<file path="config.mk">
export PLATFORM = sky130hd
export DESIGN_NAME = vga_timing_gen
export DESIGN_NICKNAME = d
export VERILOG_FILES = /design/src/rtl/vga_pkg.sv /design/src/rtl/vga_axis_counter.sv /design/src/rtl/vga_timing_gen.sv
export SDC_FILE = /design/constraint.sdc
export NUM_CORES = 1
export LEC_CHECK = 0
export ABC_AREA = 1
export CORE_UTILIZATION = 50
export DETAILED_ROUTE_END_ITERATION = 10
export GPL_TIMING_DRIVEN = 0
export PLACE_DENSITY = 0.85
export REMOVE_ABC_BUFFERS = 1
export SKIP_CTS_REPAIR_TIMING = 1
export SLEW_MARGIN = 20
export SYNTH_ARGS = -nofsm -noshare
export SYNTH_HDL_FRONTEND = slang
export SYNTH_HIERARCHICAL = 1
export SYNTH_SLANG_ARGS = --single-unit
</file>
<file path="constraint.sdc">
create_clock -name pclk -period 3.1 [get_ports pclk]
set_input_delay 0.775 -clock pclk [delete_from_list [all_inputs] [get_ports pclk]]
set_output_delay 0.775 -clock pclk [all_outputs]
set_load 0.02 [all_outputs]
</file>
<file path="src/rtl/vga_pkg.sv">
// Default 800x600@60 timing constants, derived totals and FSM state type for vga_timing_gen.
package vga_pkg;

   parameter int unsigned H_ACTIVE_DEF = 800;
   parameter int unsigned H_FP_DEF     = 40;
   parameter int unsigned H_SYNC_DEF   = 128;
   parameter int unsigned H_BP_DEF     = 88;
   parameter int unsigned V_ACTIVE_DEF = 600;
   parameter int unsigned V_FP_DEF     = 1;
   parameter int unsigned V_SYNC_DEF   = 4;
   parameter int unsigned V_BP_DEF     = 23;
   parameter int unsigned CNT_W_DEF    = 11;

   localparam int unsigned H_TOTAL_DEF      = H_ACTIVE_DEF + H_FP_DEF + H_SYNC_DEF + H_BP_DEF;
   localparam int unsigned V_TOTAL_DEF      = V_ACTIVE_DEF + V_FP_DEF + V_SYNC_DEF + V_BP_DEF;
   localparam int unsigned H_SYNC_START_DEF = H_ACTIVE_DEF + H_FP_DEF;
   localparam int unsigned H_SYNC_END_DEF   = H_SYNC_START_DEF + H_SYNC_DEF - 1;
   localparam int unsigned V_SYNC_START_DEF = V_ACTIVE_DEF + V_FP_DEF;
   localparam int unsigned V_SYNC_END_DEF   = V_SYNC_START_DEF + V_SYNC_DEF - 1;

   typedef enum logic {
      IDLE = 1'b0,
      RUN  = 1'b1
   } state_e;

endpackage

</file>
<file path="src/rtl/vga_axis_counter.sv">
// One raster axis: wrapping position counter with registered blank/sync decoded from the
// next-state count. clear forces the idle values (count 0, blanked, sync inactive).
module vga_axis_counter
   import vga_pkg::*;
#(
   parameter int unsigned ACTIVE = H_ACTIVE_DEF,
   parameter int unsigned FP     = H_FP_DEF,
   parameter int unsigned SYNC   = H_SYNC_DEF,
   parameter int unsigned BP     = H_BP_DEF,
   parameter bit          POL    = 1'b1,
   parameter int unsigned CNT_W  = CNT_W_DEF
) (
   input  logic             pclk,
   input  logic             rst_n,
   input  logic             step,
   input  logic             clear,
   output logic [CNT_W-1:0] count,
   output logic [CNT_W-1:0] count_nxt,
   output logic             blank,
   output logic             sync,
   output logic             last
);

   localparam logic [CNT_W-1:0] ACTIVE_C   = CNT_W'(ACTIVE);
   localparam logic [CNT_W-1:0] SYNC_S_C   = CNT_W'(ACTIVE + FP);
   localparam logic [CNT_W-1:0] SYNC_E_C   = CNT_W'(ACTIVE + FP + SYNC - 1);
   localparam logic [CNT_W-1:0] TOTAL_M1_C = CNT_W'(ACTIVE + FP + SYNC + BP - 1);

   logic in_sync;

   assign last = (count == TOTAL_M1_C);

   always_comb begin
      count_nxt = count;
      if (clear) begin
         count_nxt = '0;
      end else if (step) begin
         count_nxt = last ? '0 : count + 1'b1;
      end
   end

   assign in_sync = !clear && (count_nxt >= SYNC_S_C) && (count_nxt <= SYNC_E_C);

   always_ff @(posedge pclk or negedge rst_n) begin
      if (!rst_n) begin
         count <= '0;
         blank <= 1'b1;
         sync  <= !POL;
      end else begin
         count <= count_nxt;
         blank <= clear || (count_nxt >= ACTIVE_C);
         sync  <= in_sync ? POL : !POL;
      end
   end

endmodule

</file>
<file path="src/rtl/vga_timing_gen.sv">
// Parametrised VGA raster timing generator with frame-aligned start/stop FSM.
// Optional VGA_TIMING_GEN_FRAME_CNT_EN adds a 16-bit frame counter output.
module vga_timing_gen
   import vga_pkg::*;
#(
   parameter int unsigned H_ACTIVE   = H_ACTIVE_DEF,
   parameter int unsigned H_FP       = H_FP_DEF,
   parameter int unsigned H_SYNC     = H_SYNC_DEF,
   parameter int unsigned H_BP       = H_BP_DEF,
   parameter int unsigned V_ACTIVE   = V_ACTIVE_DEF,
   parameter int unsigned V_FP       = V_FP_DEF,
   parameter int unsigned V_SYNC     = V_SYNC_DEF,
   parameter int unsigned V_BP       = V_BP_DEF,
   parameter bit          H_SYNC_POL = 1'b1,
   parameter bit          V_SYNC_POL = 1'b1,
   parameter int unsigned CNT_W      = CNT_W_DEF
) (
   input  logic             pclk,
   input  logic             rst_n,
   input  logic             en,
   output logic [CNT_W-1:0] hcount,
   output logic [CNT_W-1:0] vcount,
   output logic             hblnk,
   output logic             vblnk,
   output logic             hsync,
   output logic             vsync,
   output logic             de,
   output logic             line_start,
   output logic             frame_start
`ifdef VGA_TIMING_GEN_FRAME_CNT_EN
   ,
   output logic [15:0]      frame_cnt
`endif
);

   localparam int unsigned H_TOTAL = H_ACTIVE + H_FP + H_SYNC + H_BP;
   localparam int unsigned V_TOTAL = V_ACTIVE + V_FP + V_SYNC + V_BP;
   localparam logic [CNT_W-1:0] H_ACT_C = CNT_W'(H_ACTIVE);
   localparam logic [CNT_W-1:0] V_ACT_C = CNT_W'(V_ACTIVE);

   if ((2 ** CNT_W) < H_TOTAL || (2 ** CNT_W) < V_TOTAL) begin : g_cnt_w_check
      $error("vga_timing_gen: CNT_W too small for H_TOTAL/V_TOTAL");
   end

   state_e           state_q, state_d;
   logic             run_d, h_step, v_step, h_last, v_last;
   logic [CNT_W-1:0] h_nxt, v_nxt;

   always_comb begin
      state_d = state_q;
      unique case (state_q)
         IDLE: if (en) state_d = RUN;
         RUN:  if (h_last && v_last && !en) state_d = IDLE;
         default: state_d = IDLE;
      endcase
   end

   assign run_d = (state_d == RUN);
   // Counters hold at 0 on the IDLE->RUN edge so the first running cycle is (0,0).
   assign h_step = (state_q == RUN) && run_d;
   assign v_step = h_step && h_last;

   vga_axis_counter #(
      .ACTIVE(H_ACTIVE), .FP(H_FP), .SYNC(H_SYNC), .BP(H_BP), .POL(H_SYNC_POL), .CNT_W(CNT_W)
   ) u_h (
      .pclk(pclk), .rst_n(rst_n), .step(h_step), .clear(!run_d),
      .count(hcount), .count_nxt(h_nxt), .blank(hblnk), .sync(hsync), .last(h_last)
   );

   vga_axis_counter #(
      .ACTIVE(V_ACTIVE), .FP(V_FP), .SYNC(V_SYNC), .BP(V_BP), .POL(V_SYNC_POL), .CNT_W(CNT_W)
   ) u_v (
      .pclk(pclk), .rst_n(rst_n), .step(v_step), .clear(!run_d),
      .count(vcount), .count_nxt(v_nxt), .blank(vblnk), .sync(vsync), .last(v_last)
   );

   always_ff @(posedge pclk or negedge rst_n) begin
      if (!rst_n) begin
         state_q     <= IDLE;
         de          <= 1'b0;
         line_start  <= 1'b0;
         frame_start <= 1'b0;
`ifdef VGA_TIMING_GEN_FRAME_CNT_EN
         frame_cnt   <= '0;
`endif
      end else begin
         state_q     <= state_d;
         de          <= run_d && (h_nxt < H_ACT_C) && (v_nxt < V_ACT_C);
         line_start  <= run_d && (h_nxt == '0);
         frame_start <= run_d && (h_nxt == '0) && (v_nxt == '0);
`ifdef VGA_TIMING_GEN_FRAME_CNT_EN
         if (run_d && (h_nxt == '0) && (v_nxt == '0)) frame_cnt <= frame_cnt + 16'd1;
`endif
      end
   end

endmodule
</file>
==> results.md <==
* Most frequent cell after synthesis: nand2_1
* Synth unique cells at 28
* Total power at 0.000733 W
* Critical path depth in cells at 19
* Clock-pin transition on the worst setup and hold timing paths at 0.07 ns
* Residual DRC at 0
* Power Density at 279 nW/um^2
* Number of global-route vias before repair at 1919
* Via count at 2079
* Top FF cell, synth: dfrtp_1
* Syn. warnings at 6
* NumNets Final at 349
* Syn Area/Cell at 7.03 sq um
* Reg2reg path depth at 19
* Critical path class: reg -> reg
* Die area at 4600 sq um
* Clock latency on the worst-skew pair at 0.29 ns
* Slew Limit Fails at 0
* Fmax at 342 MHz
* Die X at 67.8 um
* Min cycle time layout at 2.93 ns
* Max clock buf depth at 2
* Initial DRC count at 130
* Synth-to-Final Area Change at 21.3%
* Critical Path Fanout Max at 12
* Worst EP required at 3.27 ns
* Syn Inst Count at 308
* Least-Margin Pin Slew at 0.688 ns
* Worst Path Buf+Inv at 2
* H-tree Lvls at 2
* Startpoint Class: flop
* First-pass GRT wire length at 8.22 mm
* Port Buffer Count at 31
* Initial Util at 53.0%
* Critical path's largest stage delay at 0.45 ns
* Place WS at -0.254 ns
* Share of layout cells above drive strength 1 at 21.2%
* Initial DRT Pass Iterations at 5
* Post-synthesis sequential area ratio at 34.8%
* Crit path DAT at 3.10 ns
* Fin. Hold Viols at 0
* WL final at 5.16 mm
* Total CTS buffers at 5
* Most frequent CP cell: nand2_1
* Core area at 4090 sq um
* Initial antenna violation count at 0
* Final ANT Viol Nets at 0
* CP max stage cell: dfrtp_1
* Hold slack at 0.524 ns
* Setup crit end kind: flop
* Post-route cell area at 2630 sq um
* Critical-path cell list: ha_2 -> nand2_1 -> nor2_1 -> nand2_1 -> nor2_1 -> nand2_1 -> o21ai_2 -> inv_2 -> nand2_2 -> nor2_4 -> nand2_2 -> xor2_1 -> nand2_1 -> inv_1 -> nor2_1 -> nand2_1 -> nand2_1 -> nand3b_1 -> nor2_1
* Fill count at 370
* Top cells by count, synth: 78 x nand2_1, 47 x inv_1, 44 x nor2_1, 28 x dfrtp_1, 24 x nand3_1
* Final core occ at 64.3%
* Yosys top cell area share at 32.4%
* TritonCTS clock tree: built
* Final setup margin at 0.174 ns
* Area contributors post-synth: dfrtp_1 32%, nand2_1 14%, inv_1 8.1%, nor2_1 7.6%, nand3_1 5.5%
* Worst Skew at 0.00483 ns
* DP Area at 2510 sq um
* Hold Crit Class: in -> async
* HPWL Detailed at 3.83 mm
* Via/cell ratio at 5.26
* Total grt overflow at 0
* Max cap viols at 0
* Final worst path period share at 94.4%
* Yosys reg bits at 30
* Diode count at 0
* Async set-reset flop share out of synthesis at 100%
* Max_slew headroom at 54.1%
* Yosys top cell by area: dfrtp_1
* IO Count at 32
* Clk sinks at 30
* Status: finished, final reports clean
* Routability cong. at 0.885
* GRT Resource Usage Total at 24.6%
* Post-synth EDFFs at 0
* Root buf cell: clkbuf_8
* Max IR drop VDD at 269 uV
* Number of cell rows at 23
* Die height at 67.8 um
* # setup viols final at 0
* Synthesized area at 2170 sq um
* Avg WL per Cell at 13.1 um
* CP delay by family, top: simple AND/OR/NAND/NOR gates
* Leakage at 1.33 nW
* Largest net degree at the start of global routing at 31
## where the power goes
group | total (W) | internal (W) | switching (W)
sequential | 0.000392 | 0.000392 | 0
combinational | 0.0000102 | 0.00000169 | 0.00000855
clock | 0.000331 | 0.000179 | 0.000152
## worst reg2reg max path, cell delays in order, from the launching register on
cell      delay (ns)
dfrtp_1         0.45
ha_2            0.29
nand2_1         0.07
nor2_1          0.16
nand2_1         0.07
nor2_1          0.17
nand2_1         0.11
o21ai_2         0.22
inv_2           0.17
nand2_2         0.14
nor2_4          0.05
nand2_2         0.10
xor2_1          0.24
nand2_1         0.10
inv_1           0.09
nor2_1          0.05
nand2_1         0.11
nand2_1         0.07
nand3b_1        0.10
nor2_1          0.06
## state kept, by name (all words and copies together), names as in the netlist
| register | cells |
|---|---|
| de | 1 |
| frame_start | 1 |
| line_start | 1 |
| state_q | 1 |
| u_h/blank | 1 |
| u_h/count | 11 |
| u_h/sync | 1 |
| u_v/blank | 1 |
| u_v/count | 11 |
| u_v/sync | 1 |
## worst paths after layout
path                                        start                endpoint  slack [ns]
setup / recovery           u_v/count[0]$_DFF_PN0_            de$_DFF_PN0_        0.17
hold / removal                              rst_n  u_h/count[6]$_DFF_PN0_        0.52
setup reg to reg           u_v/count[0]$_DFF_PN0_            de$_DFF_PN0_        0.17
hold reg to reg                 state_q$_DFF_PN0_       state_q$_DFF_PN0_        0.62
max in group asynchronous                   rst_n  u_v/count[1]$_DFF_PN0_        2.09
min in group pclk               state_q$_DFF_PN0_       state_q$_DFF_PN0_        0.62
## final cells by class
type                    count  area [sq um]  share of cell area [%]
clock buffers               7          86.3                    3.29
clock inverters             1          5.00                   0.190
inverters                  57           220                    8.38
multi-input cells         219          1190                    45.4
flip-flops and latches     30           754                    28.7
well taps                  50          62.6                    2.38
repair buffers             31           305                    11.6
## layer usage
metal | vias to the layer above | global-route usage (%) | routed length [um]
li1 | 1014 | - | -
met1 | 967 | 30.3 | 2200
met2 | 86 | 41.6 | 2540
met3 | 12 | 4.17 | 313
met4 | 0 | 12.0 | 113
met5 | - | 0 | 0
## cell families (layout without fill, tap and decap cells)
kind of cell | after synthesis | after routing | synth area share, %
adders and majority gates | 2 | 2 | 1.16
xor gates and xnor gates | 6 | 6 | 2.43
DFF | 30 | 30 | 34.8
and+or+nand+nor | 200 | 200 | 47.4
AOI/OAI and AO/OA | 11 | 11 | 3.35
buffers and inverters | 59 | 96 | 10.9
## cells in the final DEF (no fill, tap or decap), types with 4 or more instances in the layout
cell,instances
nand4_1,5
dfrtp_1,27
clkdlybuf4s50_1,30
nor2_2,12
nor2_4,7
xor2_1,5
nor3_1,4
nor2_1,42
nand3_1,24
nand2_1,78
inv_2,8
clkbuf_8,6
nand2_2,9
nand3_2,12
inv_1,45
## stage by stage
stage	cells	setup TNS, ns
floorplan	306	0
global placement	387	-0.499
detailed placement	387	-0.805
CTS	395	-0.215
global route	395	-0.0140
finish	395	0
(Power assumes the default switching activity.)
